$ cat src/rtl/sync_master_ctrl.sv
// Lock controller for the 4-phase oversampling data-recovery block: sequences its reset,
// declares lock on a stable phase, detects loss (bad phase vector, SRL limit, phase hopping).
module sync_master_ctrl #(
  parameter int RST_CYCLES  = 16,
  parameter int LOCK_CNT    = 256,
  parameter int ACQ_TIMEOUT = 4096,
  parameter int HOP_WINDOW  = 1024,
  parameter int MAX_HOPS    = 4
) (
  input  logic       clk,
  input  logic       rst_n,
  input  logic       enable,
  input  logic [3:0] use_in,
  input  logic [1:0] ctrl_in,
  input  logic       clr_cnt,
  output logic       sm_rst,
  output logic       locked,
  output logic [1:0] phase,
  output logic [7:0] lost_cnt,
  output logic [2:0] state
);

  localparam int RW = $clog2(RST_CYCLES) + 1;
  localparam int SW = $clog2(LOCK_CNT) + 1;
  localparam int AW = $clog2(ACQ_TIMEOUT) + 1;
  localparam int WW = $clog2(HOP_WINDOW) + 1;
  localparam int HW = $clog2(MAX_HOPS) + 1;

  localparam logic [RW-1:0] RST_LAST  = RW'(RST_CYCLES - 1);
  localparam logic [SW-1:0] STAB_LOCK = SW'(LOCK_CNT);
  localparam logic [AW-1:0] ACQ_LIMIT = AW'(ACQ_TIMEOUT);
  localparam logic [WW-1:0] WIN_LAST  = WW'(HOP_WINDOW - 1);
  localparam logic [HW-1:0] HOP_LIMIT = HW'(MAX_HOPS);

  typedef enum logic [2:0] {
    IDLE    = 3'd0,
    RESET   = 3'd1,
    ACQUIRE = 3'd2,
    LOCKED  = 3'd3,
    LOST    = 3'd4
  } state_e;

  state_e          state_q, state_d;
  logic [3:0]      use_q, use_prev_q;
  logic [1:0]      ctrl_q;
  logic [RW-1:0]   rst_cnt_q, rst_cnt_d;
  logic [SW-1:0]   stab_q, stab_d;
  logic [AW-1:0]   acq_q, acq_d;
  logic [WW-1:0]   win_q, win_d;
  logic [HW-1:0]   hops_q, hops_d;
  logic            sm_rst_q, sm_rst_d;
  logic            locked_q, locked_d;
  logic [1:0]      phase_q, phase_d;
  logic [7:0]      lost_q, lost_d;

  logic            valid, prev_valid, hop, ctrl_limit, wrap, hop_excess;
  logic [1:0]      use_enc;
  logic [HW-1:0]   hops_base;

  assign valid      = (use_q != 4'd0) && ((use_q & (use_q - 4'd1)) == 4'd0);
  assign prev_valid = (use_prev_q != 4'd0) && ((use_prev_q & (use_prev_q - 4'd1)) == 4'd0);
  assign hop        = valid && prev_valid && (use_q != use_prev_q);
  assign ctrl_limit = (ctrl_q == 2'd0) || (ctrl_q == 2'd3);
  // First cycle of each hop window; a hop here starts the new window's count.
  assign wrap       = (win_q == '0);
  assign hops_base  = wrap ? '0 : hops_q;
  assign hop_excess = hop && (hops_base >= HOP_LIMIT);

  always_comb begin
    use_enc = 2'd0;
    case (use_q)
      4'b0010: use_enc = 2'd1;
      4'b0100: use_enc = 2'd2;
      4'b1000: use_enc = 2'd3;
      default: use_enc = 2'd0;
    endcase
  end

  always_comb begin
    state_d   = state_q;
    rst_cnt_d = rst_cnt_q;
    stab_d    = stab_q;
    acq_d     = acq_q;
    win_d     = win_q;
    hops_d    = hops_q;
    phase_d   = phase_q;
    lost_d    = lost_q;

    case (state_q)
      IDLE: state_d = RESET;
      RESET: begin
        if (rst_cnt_q == RST_LAST) begin
          state_d   = ACQUIRE;
          rst_cnt_d = '0;
        end else begin
          rst_cnt_d = rst_cnt_q + RW'(1);
        end
      end
      ACQUIRE: begin
        if (!valid)                  stab_d = '0;
        else if (use_q != use_prev_q) stab_d = SW'(1);
        else                         stab_d = stab_q + SW'(1);
        acq_d = acq_q + AW'(1);
        if (stab_d == STAB_LOCK) begin
          state_d = LOCKED;
          phase_d = use_enc;
          stab_d  = '0;
          acq_d   = '0;
        end else if (acq_d == ACQ_LIMIT) begin
          state_d = RESET;
          stab_d  = '0;
          acq_d   = '0;
        end
      end
      LOCKED: begin
        win_d  = (win_q == WIN_LAST) ? '0 : win_q + WW'(1);
        hops_d = hops_base + HW'(hop);
        if (!valid || ctrl_limit || hop_excess) begin
          state_d = LOST;
          win_d   = '0;
          hops_d  = '0;
        end else if (hop) begin
          phase_d = use_enc;
        end
      end
      LOST: begin
        state_d = RESET;
        lost_d  = (lost_q == 8'hFF) ? lost_q : lost_q + 8'd1;
      end
      default: state_d = IDLE;
    endcase

    if (clr_cnt) lost_d = '0;

    // Disable overrides every transition; the loss counter is only touched by clr_cnt.
    if (!enable) begin
      state_d   = IDLE;
      rst_cnt_d = '0;
      stab_d    = '0;
      acq_d     = '0;
      win_d     = '0;
      hops_d    = '0;
      lost_d    = clr_cnt ? '0 : lost_q;
    end

    sm_rst_d = !((state_d == ACQUIRE) || (state_d == LOCKED));
    locked_d = (state_d == LOCKED);
  end

  always_ff @(posedge clk or negedge rst_n) begin
    if (!rst_n) begin
      state_q    <= IDLE;
      use_q      <= '0;
      use_prev_q <= '0;
      ctrl_q     <= '0;
      rst_cnt_q  <= '0;
      stab_q     <= '0;
      acq_q      <= '0;
      win_q      <= '0;
      hops_q     <= '0;
      sm_rst_q   <= 1'b1;
      locked_q   <= 1'b0;
      phase_q    <= '0;
      lost_q     <= '0;
    end else begin
      state_q    <= state_d;
      use_q      <= use_in;
      use_prev_q <= use_q;
      ctrl_q     <= ctrl_in;
      rst_cnt_q  <= rst_cnt_d;
      stab_q     <= stab_d;
      acq_q      <= acq_d;
      win_q      <= win_d;
      hops_q     <= hops_d;
      sm_rst_q   <= sm_rst_d;
      locked_q   <= locked_d;
      phase_q    <= phase_d;
      lost_q     <= lost_d;
    end
  end

  assign sm_rst   = sm_rst_q;
  assign locked   = locked_q;
  assign phase    = phase_q;
  assign lost_cnt = lost_q;
  assign state    = state_q;

endmodule
$ cat config.mk
export PLATFORM = sky130hd
export DESIGN_NAME = sync_master_ctrl
export DESIGN_NICKNAME = d
export VERILOG_FILES = /design/src/rtl/sync_master_ctrl.sv
export SDC_FILE = /design/constraint.sdc
export NUM_CORES = 1
export LEC_CHECK = 0
export CAP_MARGIN = 40
export CORE_MARGIN = 2
export CORE_UTILIZATION = 54
export DETAILED_ROUTE_END_ITERATION = 16
export MAX_ROUTING_LAYER = met4
export PLACE_DENSITY = 0.74
export SETUP_SLACK_MARGIN = 0.3
export SYNTH_ARGS = -nofsm -noshare
export SYNTH_HDL_FRONTEND = slang
export SYNTH_SLANG_ARGS = --single-unit
export TNS_END_PERCENT = 30
$ cat constraint.sdc
create_clock -name clk -period 3.7 [get_ports clk]
set_clock_uncertainty 0.15 [all_clocks]
set_input_delay 0.555 -clock clk [delete_from_list [all_inputs] [get_ports clk]]
set_output_delay 0.555 -clock clk [all_outputs]
set_load 0.01 [all_outputs]
==> results.md, run 1 <==
CTS:
- Clock tree synthesis inserted a total of 9 buffers.
- The post-cts repair resize count is 0.
- The number of levels the H-tree was split into is 3.
- In this run the post-CTS setup repair buffer count came out at 0.
- The cell at the root of the clock tree is sky130_fd_sc_hd__clkbuf_8.
- The clock tree from TritonCTS is done.
- The hold-fix buffer count after cts is 0.
- The maximum clock path buffer count is 2.
- Clock latency on the worst-skew pair, taken at its later pin, is about 0.35 ns.
- The clock drives 66 sinks.
- The clock-pin slew on the worst setup and hold paths is approximately 0.080 ns.

Route:
- The aggregate routed wire length is about 7600 um.
- After detailed routing, the average wire length per cell comes to approximately 14 um.
- The post-route antenna net violation count is 0.
- The first-pass iteration count of the detailed router is 5.
- The detailed router placed roughly 3200 vias in this run.
- For this run, design rule violations remaining after detail routing come to 0.
- The via count normalized by instance count is 6.017.
- The number of DRC markers after the initial detailed-route iteration is ~220.

Finish:
- The proportion of layout cells with a drive suffix above 1 is 0.08482.
- 0 antenna diodes ended up in the layout.
- The layout-stage area growth over the synthesis result is 13.57%.
- The final layout contains ~460 nets.
- The commonest non-fill, non-tap cell in the layout is sky130_fd_sc_hd__dfrtp_1.
- The library cells used most frequently in the layout, excluding fill and tap cells, are 65 x sky130_fd_sc_hd__dfrtp_1, 50 x sky130_fd_sc_hd__nand2_1, 34 x sky130_fd_sc_hd__nand3_1.

Synthesis:
- The number of nets in the synthesized netlist is approximately 430.
- The post-synthesis compound-gate area fraction is 0.1696.
- Measured against the total synthesized area, the mux share comes to 0.009293.
- The fraction of the mapped netlist area in adder cells is 0.02655.
- In this run, synthesis produced a sequential element count of 66.
- The combinational family with the most area after synthesis is simple AND/OR/NAND/NOR gates.
- The portion of the post-synthesis area used by sequential elements is 0.4384.
- For this run, asynchronously set or reset flops after synthesis account for 1.000.
- Dividing the synthesized area by the synthesized cell count gives around 9 um^2.
- After synthesis the cells add up to 3770 um^2.
- The simple-gate portion of the synthesized area is 0.2964.
- The largest area contributor in the netlist is sky130_fd_sc_hd__dfrtp_1.
- In this run, distinct cell masters in the synthesized netlist total 62.
- The number of cells produced by synthesis is about 410.
- The top flip-flop cell by instance count after synthesis is sky130_fd_sc_hd__dfrtp_1.
- The area fraction of the dominant cell type after synthesis is 0.4315.
- Ranked by total cell area, the synthesized netlist is headed by sky130_fd_sc_hd__dfrtp_1 43%, sky130_fd_sc_hd__nand2_1 5.0%, sky130_fd_sc_hd__nand3_1 4.5%, sky130_fd_sc_hd__o21ai_0 3.7%, sky130_fd_sc_hd__nor2_1 3.0%.
- The count of yosys warnings during synthesis is 0.
- Of the total synthesized cell area, the portion taken by XOR and XNOR cells is 0.03485.
- The count of flip-flops with a built-in enable after synthesis is 0.

Floorplan:
- The horizontal extent of the die is ~90 um.
- In this run the count of I/O pins placed on the die edge is 25.
- The core region is a little under 7000 um^2.
- The floorplan has 30 rows.
- The die area is 7666 um^2.
- The initial utilization of the core area, before any placement, comes to 0.5580.
- Measured along the y axis, the die boundary spans 87.56 um.

Worst setup path:
- The critical path starts at acq_q[4].
- The worst register-to-register path begins at acq_q[4].
- The worst reg-to-reg path cell count is 6.
- STA classifies the critical path startpoint as a flop.
- The data required time of the worst path is approximately 3.8 ns.
- The worst setup path is captured at a flop.
- The kind of critical path is reg -> reg.
- The data arrival time of the worst path is 2.79 ns.
- The largest driver fanout on the critical path is 13.

STA:
- The highest clock frequency the design can meet is ~0.37 GHz.
- The count of endpoints failing hold in the final timing report is 0.
- Measured against its own limit, the worst slew margin works out to 0.5021.
- Setup violations remaining at the end of the flow were counted as 0.
- The worst path in the final design needs a cycle of roughly 2.7 ns, including I/O delays and setup.
- The setup TNS is 0 ns.
- The final cycle utilization of the critical path is 0.7366.
- The worst-margin pin slew is ~0.74 ns.
- The number of pins with negative max-slew slack in the final report is 0.
- Setup repair after global routing left no endpoint under its margin.
- The tightest hold margin is around 0.047 ns.

Outcome:
- The run finished with clean final reports.

Global routing:
- In the global route stage, overall resource usage came out at 0.2280.
- The total global routing overflow is 0.
- The initial antenna violation count is 0.
- The number of global-route vias before repair is 2938.
- The wire length of the first global-routing pass is ~13000 um.
- Entering global routing, the biggest net connects 67 pins.

Placement:
- The number of input and output port buffers inserted is 24.
- The placed wire-length estimate is about 5300 um.
- The congestion estimate from routability-driven global placement came to between 0.8 and 0.9.

Pwr:
- The maximum vdd ir drop is about 0.24 mV.
- In this run the power density over the cells is 318.5 nW/um^2.
- The static leakage is roughly 1.8 nW.

Worst hold path:
- The path class of the tightest hold or removal check is in -> async.

Run:
- The number of violations of the max-capacitance limit is 0.
==> registers in the layout, indices dropped and copies added, names as in the netlist <==
| register | cells |
|---|---|
| hops_q | 3 |
| phase | 2 |
| stab_q | 9 |
| acq_q | 13 |
| locked | 1 |
| state | 3 |
| rst_cnt_q | 5 |
| use_q | 4 |
| use_prev_q | 4 |
| ctrl_q | 2 |
| lost_cnt | 8 |
| sm_rst | 1 |
| win_q | 11 |
==> worst max-delay path, cell delays in order (launching register included) <==
cell	delay, ns
sky130_fd_sc_hd__dfrtp_1	0.46
sky130_fd_sc_hd__nand4_1	0.28
sky130_fd_sc_hd__nor3_1	0.49
sky130_fd_sc_hd__mux2i_1	0.34
sky130_fd_sc_hd__nand4_1	0.49
sky130_fd_sc_hd__nand4b_1	0.28
sky130_fd_sc_hd__nand3_1	0.10
==> stage by stage <==
step,util,setup slack [ns],total power (W),instance area [um^2],instances
after floorplan,-,1.340,0.0008075,3770,413
after global placement,0.6094,1.008,0.0008502,4118,512
after detailed placement,0.6094,1.009,0.0008518,4118,512
after CTS,0.6337,0.9897,0.001376,4282,528
after global routing,0.6337,0.6679,0.001427,4282,528
final,0.6337,0.9744,0.001363,4282,528
==> layer usage <==
metal	routed length, um	up-vias	track usage
met5	0	-	-
met4	143	0	0.08951
met3	283	15	0.03393
met2	3457	69	0.3368
met1	3737	1503	0.3178
li1	-	1590	-
==> synth_stat cells, types with 2 or more instances <==
library cell / instances
sky130_fd_sc_hd__a31oi_1: 15
sky130_fd_sc_hd__a22oi_1: 4
sky130_fd_sc_hd__o211ai_1: 4
sky130_fd_sc_hd__o22ai_1: 2
sky130_fd_sc_hd__or2_2: 2
sky130_fd_sc_hd__dfrtp_1: 65
sky130_fd_sc_hd__nor2_1: 30
sky130_fd_sc_hd__nand2_1: 50
sky130_fd_sc_hd__a31o_2: 2
sky130_fd_sc_hd__buf_2: 3
sky130_fd_sc_hd__o31ai_1: 4
sky130_fd_sc_hd__clkbuf_1: 7
sky130_fd_sc_hd__nor3_1: 13
sky130_fd_sc_hd__or4b_1: 2
sky130_fd_sc_hd__inv_1: 13
sky130_fd_sc_hd__and2_1: 10
sky130_fd_sc_hd__nor2b_1: 5
sky130_fd_sc_hd__a22o_1: 3
sky130_fd_sc_hd__xnor2_1: 8
sky130_fd_sc_hd__nand2b_1: 10
sky130_fd_sc_hd__a32o_1: 2
sky130_fd_sc_hd__a21oi_1: 11
sky130_fd_sc_hd__mux2i_1: 2
sky130_fd_sc_hd__nor4_4: 2
sky130_fd_sc_hd__o21ai_0: 28
sky130_fd_sc_hd__nand3b_1: 2
sky130_fd_sc_hd__nand4b_1: 2
sky130_fd_sc_hd__nor3b_1: 2
sky130_fd_sc_hd__ha_1: 8
sky130_fd_sc_hd__xor2_1: 7
sky130_fd_sc_hd__nand3_1: 34
sky130_fd_sc_hd__nand4_1: 14
sky130_fd_sc_hd__and3_1: 12
sky130_fd_sc_hd__o21a_1: 3
sky130_fd_sc_hd__a211oi_1: 2
sky130_fd_sc_hd__o21ai_1: 3
sky130_fd_sc_hd__or3_1: 2
==> where the power goes <==
| part | switching, W | internal, W |
|---|---|---|
| combinational | 0.0000559 | 0.0000358 |
| sequential | 0.0000138 | 0.000731 |
| clock | 0.000268 | 0.000259 |
| total | 0.000338 | 0.00103 |
==> area by class of cell <==
cell class                 instances  area [um^2]
clock buffer                      13        148.9
clock inverter                     3        15.01
fill                             592         2475
inverter                          13        48.80
multi-input combinational        323         2023
sequential                        66         1653
tap                               80        100.1
timing repair buffer              30        292.8
==> cells by family after synthesis <==
| group | Yosys count |
|---|---|
| simple gates | 203 |
| compound gates | 94 |
| flops | 66 |
| buf+inv | 24 |
| xor+xnor | 15 |
| fa+ha+maj | 8 |
| mux | 3 |
==> path summary, 6_finish.rpt <==
check / endpoint / slack [ns]
setup / recovery: stab_q[2] / 0.97
hold / removal: stab_q[5] / 0.05
hold reg to reg: hops_q[0] / 0.35
max in group asynchronous: sm_rst / 3.01
min in group clk: hops_q[0] / 0.35
setup reg to reg: stab_q[2] / 0.97
(Power assumes the default switching activity.)
==> run 2, diff against run 1 <==
--- a/config.mk
+++ b/config.mk
@@ -7,10 +7,10 @@
 export LEC_CHECK = 0
 export CAP_MARGIN = 40
 export CORE_MARGIN = 2
-export CORE_UTILIZATION = 54
+export CORE_UTILIZATION = 53
 export DETAILED_ROUTE_END_ITERATION = 16
 export MAX_ROUTING_LAYER = met4
-export PLACE_DENSITY = 0.74
+export PLACE_DENSITY = 0.76
 export SETUP_SLACK_MARGIN = 0.3
 export SYNTH_ARGS = -nofsm -noshare
 export SYNTH_HDL_FRONTEND = slang
==> constraint.sdc (replaced) <==
create_clock -name clk -period 2.25 [get_ports clk]
set_clock_uncertainty 0.15 [all_clocks]
set_input_delay 0.3375 -clock clk [delete_from_list [all_inputs] [get_ports clk]]
set_output_delay 0.3375 -clock clk [all_outputs]
set_load 0.01 [all_outputs]
==> results.md, run 2 (synthesis gave the netlist of run 1 again) <==
Finish:
- acq_q holds more flip-flops than any other register.
- From synthesis to final layout, the design area changed by 41.35%.
- The area of combinational cells with multiple inputs was 2405 um^2 (+19%).
- The largest registers in the layout are acq_q (13), win_q (11), stab_q (9).
- The sequential cell area is 1660 um^2 (+0.45%).
- The diode insertion count for antenna repair is 0 (unchanged).
- The top cell types in the final layout, fill and taps aside, are 60 x sky130_fd_sc_hd__buf_4, 59 x sky130_fd_sc_hd__dfrtp_1, 48 x sky130_fd_sc_hd__nand2_1.
- The proportion of layout cells with a drive suffix above 1 is 0.3366 (+0.2517).
- The library cell used most frequently in the layout, excluding fill and tap cells, is sky130_fd_sc_hd__buf_4.
- The number of fill cells is 439 (-26%).
- The flip-flop count of the largest register, all copies and words added was 13 (unchanged).
- The net count of the finished layout was 530 (+15%).

CTS:
- The clock-pin slew on the worst setup and hold paths is 0.08 ns (about the same).
- The clock tree from TritonCTS is done.
- The tree is rooted in a sky130_fd_sc_hd__clkbuf_8.
- The clock latency of the later-clocked register in the worst-skew pair came to 0.35 ns (about the same).
- The total clock buffers created by CTS is 9 (unchanged).
- The maximum clock path buffer count is 2 (unchanged).
- The number of sinks on the clock net is 66 (unchanged).
- The number of levels the H-tree was split into is 3 (unchanged).

Route:
- The routed wire length per instance is 16.99 um (+18%).
- The post-route antenna net violation count was 0 (unchanged).
- The first-pass iteration count of the detailed router came to 4 (-1).
- The number of DRC markers after the initial detailed-route iteration is 248 (+15%).
- The via count normalized by instance count is 6.044 (+0.45%).
- The aggregate routed wire length was 10410 um (+37%).
- The count of unresolved DRC violations after routing is 0 (unchanged).
- The routed via count is 3705 (+17%).

Placement:
- The routability-driven placement congestion ratio is 0.9079 (+6.7%).
- The pre-CTS worst setup slack was -0.1387 ns (-1.147 ns).
- The placed wire-length estimate was 6383 um (+20%).
- The number of input and output port buffers inserted is 24 (unchanged).

STA:
- The final cycle utilization of the critical path is 1.044 (+0.3076).
- The relative slew slack is 0.4875 (-0.01460).
- The final number of setup-violating endpoints is 19 (+19).
- The shortest period the worst path allows is 2.350 ns (-0.3760 ns).
- The highest clock frequency the design can meet is 0.4256 GHz (+16%).
- The final worst setup slack was -0.09960 ns (-1.074 ns).
- Setup repair after global routing could not meet its margin everywhere.
- The worst-margin pin slew is 0.7632 ns (+0.02175 ns).
- The number of pins with negative max-slew slack in the final report is 0 (unchanged).
- The count of endpoints failing hold in the final timing report is 0 (unchanged).
- The setup TNS was -0.7976 ns (-0.7976 ns).

Worst setup path:
- The data arrival time of the worst path is 2.43 ns (-0.36 ns).
- The worst setup path is launched from a flop.
- The data required time of the worst path is 2.33 ns (-1.43 ns).
- The kind of capture point of the worst setup path is a flop.
- The origin of the worst setup path is win_q[0].
- The startpoint identified for the worst register-to-register timing path is win_q[0].
- The kind of critical path is reg -> reg.
- The largest driver fanout on the critical path is 4 (-9).

Global routing:
- The met3 routing resource usage after global routing is 0.05410 (+0.02017).
- The wire length of the first global-routing pass came to 16080 um (+19%).
- The number of global-route vias before repair was 3484 (+19%).
- The global routing met2 resource utilization is 0.4224 (+0.08564).
- The total global routing overflow came to 0 (unchanged).
- The global routing stage identified its most utilized layer as met2.
- The combined global-route utilization of all metal layers is 0.2716 (+0.04356).
- The global-route met1 utilization came to 0.3583 (+0.04049).
- The largest net degree at the start of global routing is 32 (-52%).
- The initial antenna violation count is 0 (unchanged).

Floorplan:
- The cell row count is 30 (unchanged).
- The height of the chip was 88.34 um (+0.90%).
- The core footprint came to 6832 um^2 (+1.1%).
- The horizontal extent of the die is 88.34 um (+0.90%).
- The initial core utilization is 0.5518 (-0.006131).
- The die area is 7804 um^2 (+1.8%).
- The number of I/O pins was 25 (unchanged).

Worst hold path:
- The min-delay analysis places its worst path in the category in -> reg.
- The worst hold path begins at ctrl_in[1].

Run:
- The number of violations of the max-capacitance limit is 0 (unchanged).

Pwr:
- The static leakage is 2.249 nW (+26%).
- The maximum vdd ir drop is 0.3390 mV (+41%).
- The power density relative to cell area is 462.7 nW/um^2 (+45%).

Outcome:
- The flow ran to the end, but the final reports show violations.
- The checks that failed: setup timing.
[run 2: layer usage]
metal,up-vias,share of wire
li1,1718,-
met1,1826,0.44
met2,132,0.49
met3,29,0.048
met4,0,0.023
met5,-,0
[run 2: worst paths after layout]
path	end	slack, ns	depth (start not counted)
max reg2reg	phase[0]	-0.1	9
min reg2reg	use_prev_q[2]	0.33	0
min	ctrl_q[1]	0.27	1
max	phase[0]	-0.1	9
min in group asynchronous	acq_q[4]	0.33	2
max in group asynchronous	sm_rst	0.94	3
[run 2: repair_timing]
item | in CTS | in global routing
cloned | 1 | 0
hold buffers | 1 | 0
hold endpoints to repair | 18 | 0
pin swaps | 34 | 34
setup buffers | 7 | 4
resized for setup | 38 | 63
endpoints found under the setup margin | 44 | 52
[run 2: worst max-delay path, stage by stage, from the launching register on]
cell	delay [ns]
sky130_fd_sc_hd__dfrtp_1	0.37
sky130_fd_sc_hd__inv_2	0.05
sky130_fd_sc_hd__ha_4	0.15
sky130_fd_sc_hd__nor4b_4	0.13
sky130_fd_sc_hd__buf_4	0.15
sky130_fd_sc_hd__a31o_4	0.24
sky130_fd_sc_hd__a311oi_4	0.37
sky130_fd_sc_hd__nor4b_4	0.10
sky130_fd_sc_hd__a2bb2o_4	0.26
sky130_fd_sc_hd__mux2_4	0.29
[run 2: stage by stage]
step | hold slack (ns) | power (W) | util | cell area [um^2] | std cells
floorplan | -0.1081 | 0.001332 | - | 3836 | 413
global placement | 0.1772 | 0.001428 | 0.6788 | 4637 | 584
detailed placement | 0.1803 | 0.001434 | 0.6788 | 4637 | 584
CTS | 0.2734 | 0.002440 | 0.7423 | 5071 | 609
global route | 0.2721 | 0.002542 | 0.7800 | 5329 | 613
finish | 0.2715 | 0.002466 | 0.7800 | 5329 | 613
[run 2: final cells by class]
cell class	instances	area share
tap	96	0.02254
multi-input combinational	323	0.4513
inverter	13	0.009157
clock inverter	5	0.01010
timing repair buffer	99	0.1688
clock buffer	11	0.02653
sequential	66	0.3116
[run 2: power breakdown]
part	total, W	switching, W	internal [W]	leakage (nW)
clock	0.00102	0.000485	0.000539	0.103
combinational	0.000223	0.000125	0.0000975	1.26
sequential	0.00122	0.0000178	0.00120	0.885
total	0.00247	0.000628	0.00184	2.25
